===== config.mk =====
export PLATFORM = sky130hd
export DESIGN_NAME = mem_wb_stage
export DESIGN_NICKNAME = d
export VERILOG_FILES = /design/src/rtl/mips_pkg.sv /design/src/rtl/load_align.sv /design/src/rtl/mem_wb_stage.sv
export SDC_FILE = /design/constraint.sdc
export NUM_CORES = 1
export LEC_CHECK = 0
export BUFFER_PORTS_ARGS = -buffer_cell sky130_fd_sc_hd__buf_2
export CORE_MARGIN = 4
export CORE_UTILIZATION = 30
export CTS_BUF_LIST = sky130_fd_sc_hd__clkbuf_8
export DETAILED_ROUTE_END_ITERATION = 8
export SYNTH_ARGS = -nofsm -noshare
export SYNTH_HDL_FRONTEND = slang
export SYNTH_SLANG_ARGS = --single-unit

===== constraint.sdc =====
create_clock -name clk -period 4.65 [get_ports clk]
set_clock_uncertainty 0.2 [all_clocks]
set_input_delay 0.93 -clock clk [delete_from_list [all_inputs] [get_ports clk]]
set_output_delay 0.93 -clock clk [all_outputs]
set_load 0.005 [all_outputs]

===== src/rtl/mips_pkg.sv =====
// Shared definitions for the MIPS memory stage: control-word field indices,
// access-size encodings, FSM states and the byte-lane helpers.
package mips_pkg;

    localparam int CTRL_MEM_RD  = 0;
    localparam int CTRL_MEM_WR  = 1;
    localparam int CTRL_REG_WR  = 2;
    localparam int CTRL_SIZE_LO = 3;
    localparam int CTRL_SIZE_HI = 4;
    localparam int CTRL_LD_UNS  = 5;

    localparam logic [1:0] SIZE_WORD = 2'b00;
    localparam logic [1:0] SIZE_HALF = 2'b01;
    localparam logic [1:0] SIZE_BYTE = 2'b10;

    typedef enum logic {
        ST_IDLE = 1'b0,
        ST_BUSY = 1'b1
    } state_t;

    // Little-endian byte enables; shared by the load and store paths.
    function automatic logic [3:0] lane_be(input logic [1:0] size, input logic [1:0] addr_lo);
        logic [3:0] be;
        case (size)
            SIZE_BYTE: be = 4'b0001 << addr_lo;
            SIZE_HALF: be = addr_lo[1] ? 4'b1100 : 4'b0011;
            default:   be = 4'b1111;
        endcase
        return be;
    endfunction

    function automatic logic [31:0] store_wdata(input logic [1:0] size, input logic [31:0] b);
        logic [31:0] w;
        case (size)
            SIZE_BYTE: w = {4{b[7:0]}};
            SIZE_HALF: w = {2{b[15:0]}};
            default:   w = b;
        endcase
        return w;
    endfunction

    // Bytes are always aligned; an unused size code is treated as a word.
    function automatic logic is_aligned(input logic [1:0] size, input logic [1:0] addr_lo);
        logic ok;
        case (size)
            SIZE_BYTE: ok = 1'b1;
            SIZE_HALF: ok = ~addr_lo[0];
            default:   ok = (addr_lo == 2'b00);
        endcase
        return ok;
    endfunction

endpackage


===== src/rtl/load_align.sv =====
// Selects the addressed byte/half/word lane of the read data and applies
// sign or zero extension.
module load_align
    import mips_pkg::*;
(
    input  logic [31:0] rdata,
    input  logic [1:0]  addr_lo,
    input  logic [1:0]  size,
    input  logic        ld_uns,
    output logic [31:0] data
);

    logic [15:0] half_lane;
    logic [7:0]  byte_lane;

    always_comb begin
        half_lane = addr_lo[1] ? rdata[31:16] : rdata[15:0];
        case (addr_lo)
            2'd0:    byte_lane = rdata[7:0];
            2'd1:    byte_lane = rdata[15:8];
            2'd2:    byte_lane = rdata[23:16];
            default: byte_lane = rdata[31:24];
        endcase
    end

    always_comb begin
        case (size)
            SIZE_HALF: data = {{16{~ld_uns & half_lane[15]}}, half_lane};
            SIZE_BYTE: data = {{24{~ld_uns & byte_lane[7]}}, byte_lane};
            default:   data = rdata;
        endcase
    end

endmodule


===== src/rtl/mem_wb_stage.sv =====
// Memory-access stage and MEM/WB register: issues loads/stores over a
// req/ack port, stalls upstream while a transfer is in flight.
//
// state   | meaning
// IDLE    | no transfer outstanding; instructions pass or are accepted
// BUSY    | request on the bus, waiting for dmem_ack
module mem_wb_stage
    import mips_pkg::*;
#(
    parameter int ADDR_W = 32,
    parameter int CTRL_W = 15
) (
    input  logic              clk,
    input  logic              rst_n,
    input  logic              valid_in,
    input  logic [31:0]       instruction_in,
    input  logic [CTRL_W-1:0] ctrl_msg_in,
    input  logic [31:0]       alu_in,
    input  logic [31:0]       b_in,
    input  logic              flush,
    output logic              stall,
    output logic              dmem_req,
    output logic              dmem_we,
    output logic [ADDR_W-1:0] dmem_addr,
    output logic [3:0]        dmem_be,
    output logic [31:0]       dmem_wdata,
    input  logic              dmem_ack,
    input  logic [31:0]       dmem_rdata,
    output logic              wb_valid,
    output logic [31:0]       wb_instruction,
    output logic [CTRL_W-1:0] wb_ctrl,
    output logic [31:0]       wb_data,
    output logic              wb_misalign
);

    state_t state, nxt_state;
    logic   drop, nxt_drop;

    logic              nxt_req, nxt_we;
    logic [ADDR_W-1:0] nxt_addr;
    logic [3:0]        nxt_be;
    logic [31:0]       nxt_wdata;

    logic              nxt_wb_valid, nxt_wb_misalign;
    logic [31:0]       nxt_wb_instruction, nxt_wb_data;
    logic [CTRL_W-1:0] nxt_wb_ctrl;

    logic [31:0]       lat_instr, nxt_lat_instr;
    logic [CTRL_W-1:0] lat_ctrl, nxt_lat_ctrl;
    logic [31:0]       lat_addr, nxt_lat_addr;

    logic        in_mem, in_aligned;
    logic [1:0]  in_size;
    logic [31:0] load_data;

    assign in_size    = ctrl_msg_in[CTRL_SIZE_HI:CTRL_SIZE_LO];
    assign in_mem     = ctrl_msg_in[CTRL_MEM_RD] | ctrl_msg_in[CTRL_MEM_WR];
    assign in_aligned = is_aligned(in_size, alu_in[1:0]);

    load_align u_load_align (
        .rdata   (dmem_rdata),
        .addr_lo (lat_addr[1:0]),
        .size    (lat_ctrl[CTRL_SIZE_HI:CTRL_SIZE_LO]),
        .ld_uns  (lat_ctrl[CTRL_LD_UNS]),
        .data    (load_data)
    );

    always_ff @(posedge clk or negedge rst_n) begin
        if (!rst_n) begin
            state          <= ST_IDLE;
            drop           <= 1'b0;
            dmem_req       <= 1'b0;
            dmem_we        <= 1'b0;
            dmem_addr      <= '0;
            dmem_be        <= '0;
            dmem_wdata     <= '0;
            wb_valid       <= 1'b0;
            wb_instruction <= '0;
            wb_ctrl        <= '0;
            wb_data        <= '0;
            wb_misalign    <= 1'b0;
            lat_instr      <= '0;
            lat_ctrl       <= '0;
            lat_addr       <= '0;
        end else begin
            state          <= nxt_state;
            drop           <= nxt_drop;
            dmem_req       <= nxt_req;
            dmem_we        <= nxt_we;
            dmem_addr      <= nxt_addr;
            dmem_be        <= nxt_be;
            dmem_wdata     <= nxt_wdata;
            wb_valid       <= nxt_wb_valid;
            wb_instruction <= nxt_wb_instruction;
            wb_ctrl        <= nxt_wb_ctrl;
            wb_data        <= nxt_wb_data;
            wb_misalign    <= nxt_wb_misalign;
            lat_instr      <= nxt_lat_instr;
            lat_ctrl       <= nxt_lat_ctrl;
            lat_addr       <= nxt_lat_addr;
        end
    end

    always_comb begin
        nxt_state          = state;
        nxt_drop           = drop;
        nxt_req            = dmem_req;
        nxt_we             = dmem_we;
        nxt_addr           = dmem_addr;
        nxt_be             = dmem_be;
        nxt_wdata          = dmem_wdata;
        nxt_wb_valid       = wb_valid;
        nxt_wb_instruction = wb_instruction;
        nxt_wb_ctrl        = wb_ctrl;
        nxt_wb_data        = wb_data;
        nxt_wb_misalign    = wb_misalign;
        nxt_lat_instr      = lat_instr;
        nxt_lat_ctrl       = lat_ctrl;
        nxt_lat_addr       = lat_addr;
        stall              = 1'b0;

        case (state)
            ST_IDLE: begin
                nxt_drop = 1'b0;
                if (!valid_in || flush) begin
                    nxt_wb_valid = 1'b0;
                end else if (!in_mem) begin
                    nxt_wb_valid       = 1'b1;
                    nxt_wb_instruction = instruction_in;
                    nxt_wb_ctrl        = ctrl_msg_in;
                    nxt_wb_data        = alu_in;
                    nxt_wb_misalign    = 1'b0;
                end else if (!in_aligned) begin
                    nxt_wb_valid       = 1'b1;
                    nxt_wb_instruction = instruction_in;
                    nxt_wb_ctrl        = ctrl_msg_in;
                    nxt_wb_ctrl[CTRL_REG_WR] = 1'b0;
                    nxt_wb_data        = alu_in;
                    nxt_wb_misalign    = 1'b1;
                end else begin
                    stall         = 1'b1;
                    nxt_state     = ST_BUSY;
                    nxt_req       = 1'b1;
                    nxt_we        = ctrl_msg_in[CTRL_MEM_WR];
                    nxt_addr      = {alu_in[ADDR_W-1:2], 2'b00};
                    nxt_be        = lane_be(in_size, alu_in[1:0]);
                    nxt_wdata     = store_wdata(in_size, b_in);
                    nxt_lat_instr = instruction_in;
                    nxt_lat_ctrl  = ctrl_msg_in;
                    nxt_lat_addr  = alu_in;
                    nxt_wb_valid  = 1'b0;
                end
            end
            ST_BUSY: begin
                if (dmem_ack) begin
                    nxt_state          = ST_IDLE;
                    nxt_req            = 1'b0;
                    nxt_drop           = 1'b0;
                    // A flush on the ack cycle itself also squashes the result.
                    nxt_wb_valid       = ~(drop | flush);
                    nxt_wb_instruction = lat_instr;
                    nxt_wb_ctrl        = lat_ctrl;
                    nxt_wb_data        = dmem_we ? lat_addr : load_data;
                    nxt_wb_misalign    = 1'b0;
                end else begin
                    stall = 1'b1;
                    if (flush)
                        nxt_drop = 1'b1;
                end
            end
            default: nxt_state = ST_IDLE;
        endcase
    end

endmodule

==> reports/results.ini, run 1 <==
[synthesis]
synth_top_area_share = 0.5194
synth.most_common_cell = nand2_1
syn_area_per_cell_um2 = 9.210
syn_area_um2 = 9588
synthCells = 1041
synth_warnings = 0
ys_seq_area_frac = 0.5194
async_flop_share = 1.000
synth_seq_cells = 199
synth_area_leaders = dfrtp_1 (52%), nand2_1 (13%), o21ai_0 (5.6%)
synth_edf_count = 0
synth_cell_types = 45
synth_largest_area_cell = dfrtp_1
ys_top_cells_by_count = nand2_1 (332), dfrtp_1 (199), o21ai_0 (107), mux2i_1 (52), nor2_1 (47)
synthFlopType = dfrtp_1

[power]
leakagePower_nw = 5.730
max-vdd-ir-drop_mv = 0.1821
power.density_nw_per_um2 = 468.7
pwr-share-comb = 0.305
p_switching_mw = 1.992
power_mw = 5.395
pwr-share-seq = 0.484
intPower_mw = 3.404
power_frac_clock = 0.212
p_sw_frac = 0.3691

[detailed_routing]
ant_nets = 0
wl_um = 30760
drc = 0
drtIter0Drc = 511
wire_per_inst_um = 18.25
viasPerCell = 4.832
firstDrtPassIters = 5
vias = 8142

[clock_network]
postCtsHoldBufs = 0
htreeDepth = 4
cts.sink_count = 199
post_cts_resized = 0
insertion_delay_ns = 0.49
cts_root_buf = clkbuf_8
path_clk_slew_ns = 0.11
post-cts-setup-buffer-count = 0
clockBufferDepth = 2
cts_tree = built
cts_made_buffers = 17

[timing]
slew_headroom = 0.1743
finalHoldViolCount = 0
tns_ns = 0
rsz0062_at_grt = no
period_share = 0.7541
fmax_mhz = 285.2
setup_viol = 0
post-route-min-period_ns = 3.507
finalMaxSlewViolations = 0
worstMarginPinSlew_ns = 1.236

[critical_path]
cp_slowest_cell = dfrtp_4
critPathKind = register to primary output
cp_slowest_stage_delay_ns = 0.96
crit_chain = o21bai_1, or2_4, nand2_1, buf_2
cp-end-kind = primary output
cp_data_arrival_time_ns = 2.38
critPathMaxFanout = 44
cp.required_ns = 3.52
startpoint_type = register

[grt]
top_usage_layer = met2
gr-usage-met2 = 0.2744
grt_max_degree = 124
grt_pass1_vias = 8160
grtUsageMet1 = 0.2282
grt_pass1_wl_um = 48330
antenna_found_initial = 8
use_met3 = 0.06023
grt_usage = 0.1754
grt-ovfl-total = 0

[status]
status = completed

[floorplanning]
rows = 65
die_w_um = 186.8
die_height_um = 186.8
io_pins = 300
dieArea_um2 = 34880
core_area_um2 = 31560
start_util = 0.3038

[cells_and_area]
area_delta_synth_final_pct = 20.07
seq_area_um2 = 4984
drive_gt1_frac = 0.2898
fillers = 3313
stdcell_count = 1685
layout.nets = 1420
multi_input_area_um2 = 3925

[worst_hold_path]
hp-class = register to register

[job]
cap_violations = 0

[place]
place_congestion = 0.7934
placed_cells = 1651
portBuffers = 297
dpl.hpwl_um = 21460

## cell type report
type | count | share of cell area
antenna | 3 | 0.0006521
clock buffer | 18 | 0.02152
clock inverter | 13 | 0.01174
inverter | 18 | 0.005869
multi-input combinational | 722 | 0.3409
sequential | 199 | 0.4329
tap | 402 | 0.04369
timing repair buffer | 310 | 0.1427
## worst max-delay path: cells and delay by family (launching register included)
family          cells  cell delay, ns
simple gates        2            0.32
flops               1            0.96
compound gates      1            0.44
buf+inv             1            0.15
## registers in the layout, indices dropped and copies added, names as in the netlist, 4 cells and up
signal / cells
lat_instr: 32
wb_data: 32
dmem_wdata: 32
lat_addr: 31
dmem_be: 4
wb_instruction: 32
lat_ctrl: 15
wb_ctrl: 15
## path summary, 6_finish.rpt
check                      slack, ns                 end     startpoint  depth (start not counted)
max reg2reg                     1.73         wb_data[20]          state                          4
min reg2reg                     0.28       dmem_wdata[7]  dmem_wdata[7]                          2
max                             1.14               stall          state                          4
max in group asynchronous       3.08  wb_instruction[30]          rst_n                          2
min in group asynchronous       0.30      dmem_wdata[22]          rst_n                          1
min                             0.28       dmem_wdata[7]  dmem_wdata[7]                          2
## per-stage QoR
stage / setup slack (ns) / utilization / hold WS, ns / cell area, um^2
after CTS: 1.071 / 0.3646 / 0.2876 / 11500
after detailed placement: 1.184 / 0.3525 / 0.2591 / 11120
after floorplan: 1.159 / - / 0.2394 / 9592
after global routing: 0.9849 / 0.3648 / 0.3026 / 11510
final: 1.143 / 0.3648 / 0.2790 / 11510
after global placement: 1.204 / 0.3525 / 0.2517 / 11120
## layout by cell type (no fill, tap or decap), types with 7 or more instances in the layout
cell type	n
nor2_1	47
o21ai_1	8
o31ai_1	16
o221a_2	13
a221oi_1	25
nand2b_1	19
a31oi_1	20
mux2i_1	52
o21ai_0	107
clkbuf_8	19
buf_2	296
nand2_1	332
inv_1	18
nor2b_1	29
dfrtp_1	198
buf_4	9
o22ai_1	10
a21oi_1	7
## layer usage
layer / vias up / wire, um / share of wire
li1: 3928 / - / -
met1: 3866 / 13380 / 0.43
met2: 287 / 14180 / 0.46
met3: 53 / 2315 / 0.075
met4: 8 / 828 / 0.027
met5: - / 59 / 0.0019
## kinds of logic after synthesis
| group | share of synthesized area |
|---|---|
| buffers and inverters | 0.07360 |
| adders and majority gates | 0.005220 |
| muxes | 0.05781 |
| DFF | 0.5194 |
| AOI/OAI and AO/OA | 0.1574 |
| other | 0.0003911 |
| and+or+nand+nor | 0.1862 |
## power groups by stage
stage / Combinational, mW / Clock (mW) / Sequential (mW)
finish: 1.64 / 1.14 / 2.61
global route: 1.87 / 1.26 / 2.69
floorplan: 0.990 / 0 / 2.56
global placement: 1.64 / 0 / 2.64
detailed placement: 1.67 / 0 / 2.65
CTS: 1.67 / 1.19 / 2.61
Power figures use the tool's default switching activity.
==> run 2: changes to the inputs <==
==> constraint.sdc (replaced) <==
create_clock -name clk -period 3.3 [get_ports clk]
set_clock_uncertainty 0.2 [all_clocks]
set_input_delay 0.66 -clock clk [delete_from_list [all_inputs] [get_ports clk]]
set_output_delay 0.66 -clock clk [all_outputs]
set_load 0.005 [all_outputs]
==> reports/results.ini, run 2 (synthesis results as in run 1) <==
[timing]
slew_headroom = 0.4856  ; +0.3113
finalMaxSlewViolations = 0  ; unchanged
finalWorstSetupSlack_ns = 0.4628  ; -0.6805 ns
post-route-min-period_ns = 2.837
rsz0062_at_grt = no
period_share = 0.8598
setup_viol = 0  ; unchanged
worstMarginPinSlew_ns = 0.7688  ; -0.4672 ns
fmax_mhz = 352.5
finalHoldViolCount = 0  ; unchanged
tns_ns = 0  ; unchanged

[floorplanning]
core_area_um2 = 31560  ; unchanged
die_w_um = 186.8  ; unchanged
dieArea_um2 = 34880  ; unchanged
start_util = 0.3038  ; unchanged
rows = 65  ; unchanged
io_pins = 300  ; unchanged
die_height_um = 186.8  ; unchanged

[detailed_routing]
viasPerCell = 4.885  ; +1.1%
drc = 0  ; unchanged
wire_per_inst_um = 18.14  ; -0.61%
drtIter0Drc = 425  ; -17%
firstDrtPassIters = 5  ; unchanged
ant_nets = 0  ; unchanged
vias = 8276  ; +1.6%
wl_um = 30740  ; about the same

[worst_hold_path]
hold_path_depth = 3  ; +1
hp-class = input port to register

[cells_and_area]
stdcell_count = 1694  ; +0.53%
final_cell_mix = nand2_1 (332), buf_2 (296), dfrtp_1 (198)
final_common_cell = nand2_1
drive_gt1_frac = 0.2938  ; +0.003955
layout.nets = 1429  ; +0.63%
fin_util = 0.3673  ; +0.002498
final_cell_area_um2 = 11590  ; +0.68%
fillers = 3301  ; -0.36%
area_delta_synth_final_pct = 20.89

[place]
place_ws_ns = 0.4404  ; -0.7440 ns
portBuffers = 297  ; unchanged
placed_area_um2 = 11190  ; +0.65%
dpl.hpwl_um = 21750  ; +1.4%
placed_cells = 1659  ; +0.48%
place_congestion = 0.8169  ; +3.0%

[clock_network]
cts_tree = built
cts.sink_count = 199  ; unchanged
path_clk_slew_ns = 0.12  ; about the same
insertion_delay_ns = 0.48  ; about the same
clockBufferDepth = 2  ; unchanged
cts_made_buffers = 17  ; unchanged
cts_root_buf = clkbuf_8
htreeDepth = 4  ; unchanged

[power]
power.density_nw_per_um2 = 653.8  ; +40%
leakagePower_nw = 5.783  ; +0.91%
max-vdd-ir-drop_mv = 0.2584  ; +42%

[grt]
grt-ovfl-total = 0  ; unchanged
grt_pass1_vias = 8179  ; +0.23%
antenna_found_initial = 7  ; -1
grt_pass1_wl_um = 48060  ; -0.57%
grt_max_degree = 124  ; unchanged
grt_usage = 0.1742  ; -0.001163

[status]
status = completed

[critical_path]
critPathKind = input port to primary output
cp-end-kind = primary output
startpoint_type = input port
reg2reg_depth = 6  ; +2
cp_data_arrival_time_ns = 1.98  ; -0.40 ns
critPathMaxFanout = 6  ; -86%
cp.required_ns = 2.44  ; -1.08 ns

[job]
cap_violations = 0  ; unchanged

-- run 2: changes by cell type in the layout (fill, tap and decap cells not counted), sizes merged --
cell / change
buf: +8
bufinv: -1
clkbuf: -1
clkinv: +4
clkinvlp: -1
diode: -1
dlygate4sd3: +1
-- run 2: report_power, final --
| group | internal, mW | switching [mW] |
|---|---|---|
| Combinational | 1.03 | 1.36 |
| Clock | 0.556 | 1.00 |
| Sequential | 3.15 | 0.480 |
| Total | 4.74 | 2.84 |
-- run 2: layout make-up --
| class | instances | area (um^2) | area share |
|---|---|---|---|
| clock inverter | 15 | 147.6 | 0.01274 |
| timing repair buffer | 319 | 1725 | 0.1489 |
| tap | 402 | 503.0 | 0.04339 |
| antenna | 2 | 5.005 | 0.0004318 |
| sequential | 199 | 4984 | 0.4299 |
| multi-input combinational | 722 | 3925 | 0.3386 |
| inverter | 18 | 67.56 | 0.005829 |
| clock buffer | 17 | 234.0 | 0.02019 |
-- run 2: repair_timing --
item,in CTS,in global routing
hold buffers,1,0
buffers inserted,0,0
hold endpoints to repair,61,0
gates resized for setup,0,0
setup endpoints to repair,0,0
-- run 2: metal layers --
layer,global-route usage,up-vias,part of all wire
met5,0,-,0.0020
met3,0.05368,43,0.077
met1,0.2275,3973,0.43
met4,0.05688,10,0.021
li1,-,3946,-
met2,0.2776,304,0.47
-- run 2: worst paths after layout --
| check | from | to | slack, ns |
|---|---|---|---|
| hold reg to reg | wb_data[22] | wb_data[22] | 0.28 |
| hold / removal | instruction_in[13] | lat_instr[13] | 0.17 |
| max in group asynchronous | rst_n | wb_instruction[21] | 1.55 |
| min in group asynchronous | rst_n | dmem_wdata[7] | 0.54 |
| setup reg to reg | lat_ctrl[3] | wb_data[3] | 0.85 |
| setup / recovery | ctrl_msg_in[3] | stall | 0.46 |
-- run 2: stage by stage --
step / hold slack [ns] / power [mW]
after floorplan: 0.1644 / 4.996
after global placement: 0.2531 / 6.057
after detailed placement: 0.2578 / 6.113
after CTS: 0.1149 / 7.705
after global routing: 0.1236 / 8.168
final: 0.1674 / 7.578
-- run 2: worst max-delay path, stage by stage --
cell and delay, ns:
buf_2 0.11, inv_1 0.05, ha_1 0.40, o21ai_2 0.14
o311ai_4 0.13, or2_4 0.26, nand2_1 0.08, buf_2 0.15
